File: src/rtl/spi_master_ctrl.sv
// SPI mode-0 master sequencer: START -> CS setup -> DATA_W bits -> CS hold -> DONE pulse.
// Define SPI_LSB_FIRST_EN for LSB-first shifting; the default build is MSB-first.
module spi_master_ctrl #(
  parameter int DATA_W  = 8,
  parameter int CLK_DIV = 4
) (
  input  logic              CLK,
  input  logic              CLR,
  input  logic              START,
  input  logic [DATA_W-1:0] TX_DATA,
  input  logic              MISO,
  output logic              SCLK,
  output logic              MOSI,
  output logic              CS_N,
  output logic              BUSY,
  output logic              DONE,
  output logic [DATA_W-1:0] RX_DATA
);

  localparam int BW = $clog2(DATA_W + 1);
  localparam logic [7:0]    DIV_LAST = 8'(CLK_DIV - 1);
  localparam logic [7:0]    DIV_ONE  = 8'd1;
  localparam logic [BW-1:0] BIT_LAST = BW'(DATA_W - 1);
  localparam logic [BW-1:0] BIT_ONE  = BW'(1);

  typedef enum logic [1:0] {IDLE, LEAD, XFER, TRAIL} state_t;

  state_t            state;
  logic [7:0]        div;
  logic [BW-1:0]     bit_cnt;
  logic [DATA_W-1:0] tx_sh;
  logic [DATA_W-1:0] rx_sh;

  always_ff @(posedge CLK or posedge CLR) begin
    if (CLR) begin
      state   <= IDLE;
      div     <= '0;
      bit_cnt <= '0;
      tx_sh   <= '0;
      rx_sh   <= '0;
      SCLK    <= 1'b0;
      MOSI    <= 1'b0;
      CS_N    <= 1'b1;
      BUSY    <= 1'b0;
      DONE    <= 1'b0;
      RX_DATA <= '0;
    end else begin
      DONE <= 1'b0;
      case (state)
        IDLE: begin
          if (START) begin
            tx_sh   <= TX_DATA;
            CS_N    <= 1'b0;
            BUSY    <= 1'b1;
`ifdef SPI_LSB_FIRST_EN
            MOSI    <= TX_DATA[0];
`else
            MOSI    <= TX_DATA[DATA_W-1];
`endif
            div     <= '0;
            bit_cnt <= '0;
            state   <= LEAD;
          end
        end

        LEAD: begin
          if (div == DIV_LAST) begin
            div   <= '0;
            state <= XFER;
          end else begin
            div <= div + DIV_ONE;
          end
        end

        // Each divider wrap toggles SCLK: rising edges sample MISO, falling edges advance MOSI.
        XFER: begin
          if (div == DIV_LAST) begin
            div  <= '0;
            SCLK <= ~SCLK;
            if (!SCLK) begin
`ifdef SPI_LSB_FIRST_EN
              rx_sh <= {MISO, rx_sh[DATA_W-1:1]};
`else
              rx_sh <= {rx_sh[DATA_W-2:0], MISO};
`endif
            end else begin
              bit_cnt <= bit_cnt + BIT_ONE;
              if (bit_cnt == BIT_LAST) begin
                state <= TRAIL;
              end else begin
`ifdef SPI_LSB_FIRST_EN
                tx_sh <= tx_sh >> 1;
                MOSI  <= tx_sh[1];
`else
                tx_sh <= tx_sh << 1;
                MOSI  <= tx_sh[DATA_W-2];
`endif
              end
            end
          end else begin
            div <= div + DIV_ONE;
          end
        end

        TRAIL: begin
          if (div == DIV_LAST) begin
            div     <= '0;
            state   <= IDLE;
            CS_N    <= 1'b1;
            BUSY    <= 1'b0;
            MOSI    <= 1'b0;
            RX_DATA <= rx_sh;
            DONE    <= 1'b1;
          end else begin
            div <= div + DIV_ONE;
          end
        end

        default: state <= IDLE;
      endcase
    end
  end

endmodule

File: config.mk
export PLATFORM = sky130hd
export DESIGN_NAME = spi_master_ctrl
export DESIGN_NICKNAME = d
export VERILOG_FILES = /design/src/rtl/spi_master_ctrl.sv
export SDC_FILE = /design/constraint.sdc
export NUM_CORES = 1
export LEC_CHECK = 0
export BUFFER_PORTS_ARGS = -buffer_cell sky130_fd_sc_hd__buf_2
export CORE_ASPECT_RATIO = 1.4
export CORE_MARGIN = 2
export CORE_UTILIZATION = 25
export CTS_BUF_LIST = sky130_fd_sc_hd__clkbuf_4 sky130_fd_sc_hd__clkbuf_8
export CTS_CLUSTER_SIZE = 40
export DETAILED_ROUTE_END_ITERATION = 10
export PLACE_DENSITY_LB_ADDON = 0.08
export SETUP_SLACK_MARGIN = 0.02
export SYNTH_ARGS = -nofsm -noshare
export SYNTH_HDL_FRONTEND = slang
export SYNTH_SLANG_ARGS = --single-unit
File: constraint.sdc
create_clock -name CLK -period 6.1 [get_ports CLK]
set_input_delay 0.61 -clock CLK [delete_from_list [all_inputs] [get_ports CLK]]
set_output_delay 0.61 -clock CLK [all_outputs]
set_load 0.01 [all_outputs]
==> results.md, run 1 <==
- Status: finished, final reports clean
- Final nets: between 200 and 250
- Post-route ant nets: 0
- Die span in x: 80.5 um
- Crit path DAT: 2.79 ns
- Critical path class: register to register
- Reg2reg start: state[0]$_DFFE_PP0P_
- Pwr/cell area: 457 nW/um^2
- Slowest Stage Delay on Critical Path: just under 0.6 ns
- Gate count of the mapped netlist: 170
- Antenna violations before repair: 0
- Yosys cell types: 43
- First-pass GRT wire length: around 7.3 mm
- Max Clk Rate: 0.384 GHz
- RSZ-0062 raised after global routing: false
- Comb pwr share: a little over two fifths
- Vias in the first global route: 1501
- Fillers: 840
- Post-Route Setup TNS: 0 ns
- Port bufs: 24
- Clk slew on worst S/H paths: 0.09 ns
- Clock Skew: 0.00721 ns
- Average via count per standard cell: between 4 and 5
- Clock buffer depth: 2
- Yosys warnings: 0
- Reg-to-Reg End: tx_sh[6]$_DFFE_PP0P_
- Crit end category: register
- Grt ovf: 0
- Total CTS buffers: 5
- P&R area growth vs syn: 15.7%
- Setup Fix Bufs, Post-CTS: 0
- Post-Syn Area: slightly above 2000 sq um
- Chip Height: about 110 um
- Crit Path Max Fanout: 17
- Final Hold Violating Endpoints: 0
- Hold Crit Class: input pin to async pin
- Sw power: between 0.4 and 0.5 mW
- Sequential Power Share: 39.4%
- Worst slew pin tran: 0.739 ns
- Die Footprint: between 8000 and 9000 sq um
- Clk sinks: 42
- Initial Util: 25.5%
- Startpoint types: register
- Ys async rst share: 100%
- Post-synth top area share: 50.0%
- DRC: 0
- Register area share after synthesis: 51.3%
- Period utilization: roughly 43%
- Via count: 1395
- Area contributors post-synth: dfrtp_1 50%, mux2_2 12%, mux2_4 5.1%, ha_1 4.3%, o21ai_0 3.2%
- Min Tclk post-route: ~2.6 ns
- Post-DP HPWL: 3.07 mm
- R2r setup slk: around 3.5 ns
- Worst-path cell chain: inv_1, ha_1, inv_1, a211o_1, a21o_1, mux2_4
- Share of layout cells above drive strength 1: between 30% and 40%
- Htree depth: 2
- Final Non-Filler Cells: 301
- Largest net degree at the start of global routing: 43
- EDFF count, synth: 0
- Core Box Area: between 8000 and 9000 sq um
- Int Pwr: 0.679 mW
- Row count: 39
- GRT Overall Usage: 10.4%
- Post-CTS resize count: 0
- Syn nets: 189
- Clock share of power: 16.7%
- Gp weighted congestion: about 0.8
- Root buf cell: clkbuf_8
- Initial DRC Count: 59
- Pre-Repair DR Iteration Count: 4
- Post-cts hold buffer count: 0
- Dominant synthesized flop cell: dfrtp_1
- Synth area leader: dfrtp_1
- Worst skew pair latency: a little under 0.3 ns
- VDD IR max: ~0.00016 V
- Finish-stage setup viols: 0
- Cell repeated most along the worst path: inv_1
- CTS tree: built
- Pleak: 1.14 nW
- Wire per inst: 14.2 um
- Maxcap violations: 0
- Placed insts: 293
- Final slew viol count: 0
- R2R depth: 6
- Normalized max-slew margin: 50.7%
- #FFs+latches synth: 42
- Sw frac: 37.4%
- Critical path's slowest cell: ha_1
- Diode count: 0
- Number of I/O pins: 25
- WL final: roughly 4.3 mm
- Crit path required time: 6.28 ns
- Mean post-synth cell area: 12.1 sq um
==> worst max-delay path, delay by kind of cell, from the launching register on <==
family | cells | cell delay, ns
AOI/OAI and AO/OA | 2 | 0.74
adders and majority gates | 1 | 0.58
buffers and inverters | 2 | 0.40
DFF | 1 | 0.42
muxes | 1 | 0.35
==> cells in the final DEF (no fill, tap or decap), drive strengths merged, types with 2 or more instances in the layout <==
cell type / n
a21o: 2
a21oi: 2
a31oi: 3
a32o: 2
and3: 3
buf: 25
clkbuf: 5
clkinv: 2
dfrtp: 41
ha: 7
inv: 8
mux2: 29
mux2i: 3
nand2: 14
nand2b: 2
nand3: 5
nand4: 3
nor2: 6
nor2b: 3
o21ai: 14
o31ai: 3
==> per-stage QoR <==
| step | setup WS [ns] | power (mW) | cell area (sq um) | hold WS [ns] | utilization (%) |
|---|---|---|---|---|---|
| after global placement | 3.64 | 0.902 | 2280 | 0.483 | 28.3 |
| final | 3.49 | 1.08 | 2370 | 0.442 | 29.5 |
| after global routing | 3.31 | 1.17 | 2370 | 0.480 | 29.5 |
| after detailed placement | 3.51 | 0.915 | 2280 | 0.479 | 28.3 |
| after CTS | 3.50 | 1.10 | 2370 | 0.457 | 29.5 |
| after floorplan | 4.07 | 0.807 | 2050 | 0.448 | - |
==> state kept, by name, summed over array words and instances (netlist names) <==
name and flops:
RX_DATA 8, state 2, SCLK 1, tx_sh 7, BUSY 1, MOSI 1
bit_cnt 4, CS_N 1, div 8, rx_sh 8, DONE 1
==> power groups by stage <==
stage	Combinational (mW)	Clock [mW]	Sequential [mW]
final	0.476	0.181	0.427
after CTS	0.482	0.194	0.428
after global placement	0.472	0	0.431
after floorplan	0.381	0	0.426
after global routing	0.528	0.205	0.442
after detailed placement	0.482	0	0.433
==> synthesized netlist by cell type (5+ instances only) <==
| library cell | count |
|---|---|
| ha_1 | 7 |
| o21ai_0 | 13 |
| mux2_2 | 22 |
| mux2_4 | 7 |
| nand2_1 | 13 |
| dfrtp_1 | 41 |
| inv_1 | 8 |
| nand3_1 | 5 |
| nor2_1 | 5 |
==> how the worst max path moves through the flow <==
stage | from | to | slack, ns | cells past startpoint
floorplan | div[0]$_DFFE_PP0P_ | state[1]$_DFFE_PP0P_ | 4.07 | 6
detailed placement | state[0]$_DFFE_PP0P_ | tx_sh[4]$_DFFE_PP0P_ | 3.51 | 6
CTS | state[0]$_DFFE_PP0P_ | tx_sh[1]$_DFFE_PP0P_ | 3.50 | 6
finish | state[0]$_DFFE_PP0P_ | tx_sh[6]$_DFFE_PP0P_ | 3.49 | 6
global placement | state[0]$_DFFE_PP0P_ | tx_sh[4]$_DFFE_PP0P_ | 3.64 | 6
global route | state[0]$_DFFE_PP0P_ | tx_sh[5]$_DFFE_PP0P_ | 3.31 | 6
==> layer usage <==
metal	vias to the layer above	GRT usage (%)	share of wire, %
met5	-	0	0
met4	0	4.29	2.1
li1	672	-	-
met3	7	1.95	2.5
met2	27	17.9	51
met1	689	12.5	44
==> layout make-up <==
cell class,count,area [sq um],share of cell area (%)
Sequential cell,42,1050,44.4
Multi-Input combinational cell,116,945,39.8
Timing Repair Buffer,25,128,5.38
Tap cell,102,128,5.38
Clock buffer,5,68.8,2.90
Inverter,8,30.0,1.27
Clock inverter,3,21.3,0.897
==> kinds of logic (layout without fill, tap and decap cells) <==
kind of cell / count (synthesis) / after routing / share of synthesized area [%]
xor gates and xnor gates: 1 / 1 / 0.427
DFF: 42 / 42 / 51.3
adders and majority gates: 7 / 7 / 4.27
muxes: 32 / 32 / 18.7
AOI/OAI and AO/OA: 35 / 35 / 11.3
buffers and inverters: 12 / 41 / 2.62
and+or+nand+nor: 41 / 41 / 11.3
Note: power is estimated with default switching activity, not from simulation.
==> inputs of run 2 (changes only) <==
Clock period 6.1 ns to 2.32 ns, I/O delays scaled along.
==> run 2 against run 1 <==
Against the previous run:
- final cell count is 1.3% higher
- cell area is 2.4% higher
- clock skew increased by 0.0034 ns
- utilization grew 0.71 points
- critical endpoint is now state[1]$_DFFE_PP0P_
- largest cell class unchanged
- largest power group unchanged
==> results.md, run 2 (synthesis gave the netlist of run 1 again) <==
- Antenna violations before repair: 0 (unchanged)
- Crit path required time: 2.50 ns (-3.78 ns)
- First-pass GRT wire length: 7.36 mm (+0.66%)
- Die Footprint: 8950 sq um (unchanged)
- Total CTS buffers: 5 (unchanged)
- Normalized max-slew margin: 64.0% (+13 points)
- Worst skew pair latency: 0.30 ns (about the same)
- Die span in x: 80.5 um (unchanged)
- DRC: 0 (unchanged)
- Crit path DAT: 2.38 ns (-0.41 ns)
- Most frequent cells in the layout: 41 x dfrtp_1, 24 x buf_2, 22 x mux2_2
- Chip Height: 111 um (unchanged)
- Final slew viol count: 0 (unchanged)
- Slowest Stage Delay on Critical Path: 0.54 ns (-0.04 ns)
- Worst slew pin tran: 0.539 ns (-0.199 ns)
- RSZ-0062 raised after global routing: false
- Diode count: 0 (unchanged)
- Grt ovf: 0 (unchanged)
- Root buf cell: clkbuf_8
- Crit end category: register
- Pre-Repair DR Iteration Count: 4 (unchanged)
- Initial Util: 25.5% (unchanged)
- DP Area: 2300 sq um (+0.99%)
- Final nets: 221 (+1.8%)
- Startpoint types: register
- WL final: 4.25 mm (-0.63%)
- P&R area growth vs syn: 18.5%
- Clk sinks: 42 (unchanged)
- Post-DP HPWL: 3.09 mm (+0.90%)
- Final Non-Filler Cells: 305 (+1.3%)
- Share of layout cells above drive strength 1: 36.0% (+2.3 points)
- Placed insts: 296 (+1.0%)
- Wire per inst: 13.9 um (-1.9%)
- Min Tclk post-route: 2.20 ns (-0.408 ns)
- VDD IR max: 0.000460 V (+180%)
- Row count: 39 (unchanged)
- Vias in the first global route: 1523 (+1.5%)
- Clk slew on worst S/H paths: 0.09 ns (about the same)
- Pleak: 1.17 nW (+2.8%)
- Status: finished, final reports clean
- Clock Skew: 0.0106 ns (+0.00335 ns)
- Critical path class: register to register
- Average via count per standard cell: 4.65 (+0.32%)
- Largest regs: RX_DATA x8, div x8, rx_sh x8
- Via count: 1418 (+1.6%)
- Final Hold Violating Endpoints: 0 (unchanged)
- GRT Overall Usage: 10.6% (+0.11 points)
- Period utilization: 94.7% (+52 points)
- Crit Path Max Fanout: 9 (-8)
- Pwr Total: 3.03 mW (+180%)
- Max Clk Rate: 0.455 GHz (+19%)
- Port bufs: 24 (unchanged)
- Worst-path cell chain: ha_1, or4b_4, nor2_8, a22o_1, nand4_2, mux2_4
- Post-cts hold buffer count: 0 (unchanged)
- Commonest non-fill, non-tap cell in the layout: dfrtp_1
- Critical path's slowest cell: or4b_4
- Post-route ant nets: 0 (unchanged)
- Initial DRC Count: 51 (-14%)
- Maxcap violations: 0 (unchanged)
- Post-Route Setup TNS: 0 ns (unchanged)
- Final core utilization: 30.2% (+0.71 points)
- Clock buffer depth: 2 (unchanged)
- CTS tree: built
- Number of I/O pins: 25 (unchanged)
- R2r setup slk: 0.12 ns (-3.37 ns)
- Gp weighted congestion: 0.789 (-1.8%)
- Core Box Area: 8050 sq um (unchanged)
- Finish-stage setup viols: 0 (unchanged)
- Hold Crit Class: input pin to async pin
- Largest net degree at the start of global routing: 43 (unchanged)
- Design area: 2430 sq um (+2.4%)
- Htree depth: 2 (unchanged)
- Pwr/cell area: 1250 nW/um^2 (+170%)
run 2: area by class of cell:
type,instances,area (sq um)
Clock buffer,6,76.3
Timing Repair Buffer,29,158
Fill cell,839,5620
Clock inverter,2,37.5
Sequential cell,42,1050
Multi-Input combinational cell,116,948
Inverter,8,30.0
Tap cell,102,128
run 2: worst paths after layout:
kind / from / end / cells past startpoint
min in group CLK: MISO / rx_sh[0]$_DFFE_PP0P_ / 2
max: div[0]$_DFFE_PP0P_ / state[1]$_DFFE_PP0P_ / 6
min reg2reg: div[7]$_DFFE_PP0P_ / div[7]$_DFFE_PP0P_ / 1
min: CLR / DONE$_DFF_PP0_ / 3
max reg2reg: div[0]$_DFFE_PP0P_ / state[1]$_DFFE_PP0P_ / 6
max in group asynchronous: CLR / CS_N$_DFFE_PP1P_ / 3
run 2: worst max-delay path: cells and delay by family, from the launching register on:
kind | cells | cell delay, ns
AO/OA/AOI/OAI | 1 | 0.22
adder cells (fa/ha/maj) | 1 | 0.23
AND/OR/NAND/NOR | 3 | 0.87
multiplexers | 1 | 0.32
flip-flops | 1 | 0.43
run 2: per-layer routing:
| metal | track usage [%] | up-vias | wire length, um |
|---|---|---|---|
| li1 | - | 679 | - |
| met4 | 3.73 | 0 | 73 |
| met2 | 17.7 | 29 | 2190 |
| met1 | 13.1 | 705 | 1850 |
| met5 | 0 | - | 0 |
| met3 | 2.36 | 5 | 140 |
run 2: timing repair:
item	in CTS	in global routing
resized for setup	0	2
setup buffers	0	1
endpoints found under the setup margin	0	5
run 2: metrics by stage:
step	worst slack (ns)	hold WS (ns)
finish	0.122	0.0527
global route	0.0245	0.112
CTS	0.0928	0.0815
detailed placement	0.123	0.413
global placement	0.170	0.397
floorplan	0.288	0.383
run 2: power by group:
part	total, mW	leakage (nW)	internal (mW)	switching [mW]
logic	1.32	0.575	0.666	0.651
clock network	0.591	0.0548	0.333	0.258
registers	1.12	0.539	0.958	0.166
total	3.03	1.17	1.96	1.07
==> inputs of run 3 (changes only) <==
Settings changed: ABC_AREA set to 1.
==> run 3 against run 2 <==
Against the previous run:
- cell area increased by 1.9%
- maximum frequency increased by 15%
- first-iteration DRC count unchanged
- critical path type unchanged
- largest cell class unchanged
- highest routed layer unchanged
==> results.md, run 3 <==
- Status: finished, final reports clean
- Hold Slack: 0.167 ns (+0.114 ns)
- Final slew viol count: 0 (unchanged)
- Synth area leader: dfrtp_1
- Commonest non-fill, non-tap cell in the layout: nand2_1
- Top layer in use: met4
- Hold Crit Depth: 3
- CTS tree: built
- Syn nets: 249 (+32%)
- Largest regs: RX_DATA x8, div x8, rx_sh x8
- Die span in x: 82.3 um (+2.2%)
- Number of I/O pins: 25 (unchanged)
- Average via count per standard cell: 4.27 (-8.2%)
- Pwr Total: 2.78 mW (-8.4%)
- Metal2 WL: 2.37 mm (+8.1%)
- Largest net degree at the start of global routing: 21 (-51%)
- Ys async rst share: 100% (unchanged)
- Row count: 40 (+2.6%)
- Chip Height: 114 um (+2.3%)
- Reg2reg start: state[0]$_DFFE_PP0P_
- #FFs+latches synth: 42 (unchanged)
- Post-cts hold buffer count: 1 (+1)
- Area contributors post-synth: dfrtp_1 48%, nand2_1 11%, o21ai_2 6.1%, inv_1 4.2%, ha_1 4.1%
- DP Area: 2370 sq um (+2.9%)
- Maxcap violations: 0 (unchanged)
- Met3 wire len: 142 um (+1.4%)
- Post-synth top area share: 47.8% (-2.3 points)
- Via count: 1562 (+10%)
- Mean post-synth cell area: 9.34 sq um (-23%)
- Hold EP: rx_sh[0]$_DFFE_PP0P_
- Post-Syn Area: 2150 sq um (+4.8%)
- Total CTS buffers: 5 (unchanged)
- Startpoint types: register
- Crit path required time: 2.51 ns (about the same)
- Max Clk Rate: 0.525 GHz (+15%)
- Design area: 2480 sq um (+1.9%)
- Post-route ant nets: 0 (unchanged)
- R2R depth: 7 (+1)
- Crit Path Max Fanout: 13 (+4)
- WL final: 4.52 mm (+6.3%)
- Dominant synthesized flop cell: dfrtp_1
- Share of layout cells above drive strength 1: 26.4% (-9.5 points)
- P&R area growth vs syn: 15.3%
- Initial Util: 25.4% (-0.071 points)
- Initial DRC Count: 51 (unchanged)
- DRC: 0 (unchanged)
- Crit path DAT: 2.10 ns (-0.28 ns)
- VDD IR max: 0.000348 V (-24%)
- Post-CTS resize count: 0 (unchanged)
- Gp weighted congestion: 0.754 (-4.4%)
- Clock buffer depth: 2 (unchanged)
- Clock Skew: 0.00996 ns (-0.000600 ns)
- Post-DP HPWL: 3.39 mm (+9.6%)
- Yosys warnings: 0 (unchanged)
- Grt ovf: 0 (unchanged)
- EDFF count, synth: 0 (unchanged)
- Crit end category: register
- Reg-to-Reg End: tx_sh[3]$_DFFE_PP0P_
- Worst skew pair latency: 0.30 ns (about the same)
- Root buf cell: clkbuf_8
- R2r setup slk: 0.41 ns (+0.29 ns)
- Gate count of the mapped netlist: 230 (+35%)
- Period utilization: 82.2% (-13 points)
- Yosys cell types: 28 (-35%)
- Antenna violations before repair: 0 (unchanged)
- Core Box Area: 8460 sq um (+5.1%)
- RSZ-0062 raised after global routing: false
- Finish-stage setup viols: 0 (unchanged)
- Commonest cells in the synthesized netlist: 64 x nand2_1, 41 x dfrtp_1, 24 x inv_1
- Die Footprint: 9360 sq um (+4.6%)
- Most frequent cells in the layout: 64 x nand2_1, 41 x dfrtp_1, 24 x buf_2
- Pwr/cell area: 1120 nW/um^2 (-10%)
- Htree depth: 2 (unchanged)
- Final nets: 279 (+26%)
- Pleak: 1.21 nW (+3.4%)
- Post-Route Setup TNS: 0 ns (unchanged)
- Worst slew pin tran: 0.431 ns (-0.109 ns)
- GRT Overall Usage: 11.2% (+0.66 points)
- Final Hold Violating Endpoints: 0 (unchanged)
- Port bufs: 24 (unchanged)
- Hold Crit Class: input pin to register
- Critical path class: register to register
- Clk slew on worst S/H paths: 0.09 ns (about the same)
- Register area share after synthesis: 49.0% (-2.3 points)
- First-pass GRT wire length: 7.91 mm (+7.6%)
- Min Tclk post-route: 1.91 ns (-0.291 ns)
- Pre-Repair DR Iteration Count: 4 (unchanged)
- Hold Path Origin: MISO
- Vias in the first global route: 1641 (+7.7%)
- Clk sinks: 42 (unchanged)
- Wire per inst: 12.3 um (-11%)
- Setup Fix Bufs, Post-CTS: 0 (unchanged)
- Normalized max-slew margin: 71.3% (+7.3 points)
- Met1 wire length: 1.96 mm (+5.8%)
- Most frequent cell after synthesis: nand2_1
- Diode count: 0 (unchanged)
[run 3: cell families (layout without fill, tap and decap cells)]
kind of cell	after synthesis	in the layout	synth area share, %
simple gates	102	102	23.1
flops	42	42	49.0
compound gates	36	36	11.8
buf+inv	32	63	7.16
fa+ha+maj	7	7	4.08
mux	6	6	2.80
xor+xnor	5	5	2.04
[run 3: metal layers]
| layer | up-vias | GRT usage (%) |
|---|---|---|
| li1 | 802 | - |
| met5 | - | 0 |
| met2 | 22 | 19.0 |
| met4 | 0 | 4.44 |
| met1 | 734 | 13.4 |
| met3 | 4 | 2.53 |
[run 3: per-stage QoR]
stage | util (%) | instances | setup slack [ns]
2_1_floorplan | - | 230 | 0.736
3_3_place_gp | 28.0 | 357 | 0.469
3_5_place_dp | 28.0 | 357 | 0.389
4_1_cts | 29.3 | 366 | 0.377
5_1_grt | 29.3 | 366 | 0.200
6_report | 29.3 | 366 | 0.414
[run 3: worst max-delay path by stage]
stage / end / cells past startpoint / from / slack, ns
6_report: tx_sh[3]$_DFFE_PP0P_ / 7 / state[0]$_DFFE_PP0P_ / 0.41
5_1_grt: bit_cnt[1]$_DFFE_PP0P_ / 6 / state[0]$_DFFE_PP0P_ / 0.20
4_1_cts: tx_sh[3]$_DFFE_PP0P_ / 7 / state[0]$_DFFE_PP0P_ / 0.38
3_5_place_dp: tx_sh[3]$_DFFE_PP0P_ / 7 / state[0]$_DFFE_PP0P_ / 0.39
3_3_place_gp: tx_sh[6]$_DFFE_PP0P_ / 7 / state[0]$_DFFE_PP0P_ / 0.47
2_1_floorplan: tx_sh[1]$_DFFE_PP0P_ / 10 / state[0]$_DFFE_PP0P_ / 0.74
[run 3: worst max-delay path: stages, from the launching register on]
cell     delay [ns]
dfrtp_1        0.42
inv_1          0.12
ha_1           0.43
inv_1          0.20
a21oi_4        0.25
nand3_4        0.20
nand2_1        0.13
o21ai_2        0.05
[run 3: area by class of cell]
cell class              instances  area, sq um
fillers                       917         5980
flip-flops and latches         42         1050
multi-input cells             156          942
repair buffers                 28          153
well taps                     105          131
inverters                      27          104
clock buffers                   5         68.8
clock inverters                 3         25.0
[run 3: power breakdown]
group / switching, mW / leakage, nW / internal (mW)
registers: 0.139 / 0.553 / 0.934
logic: 0.771 / 0.611 / 0.435
clock network: 0.282 / 0.0447 / 0.218
total: 1.19 / 1.21 / 1.59
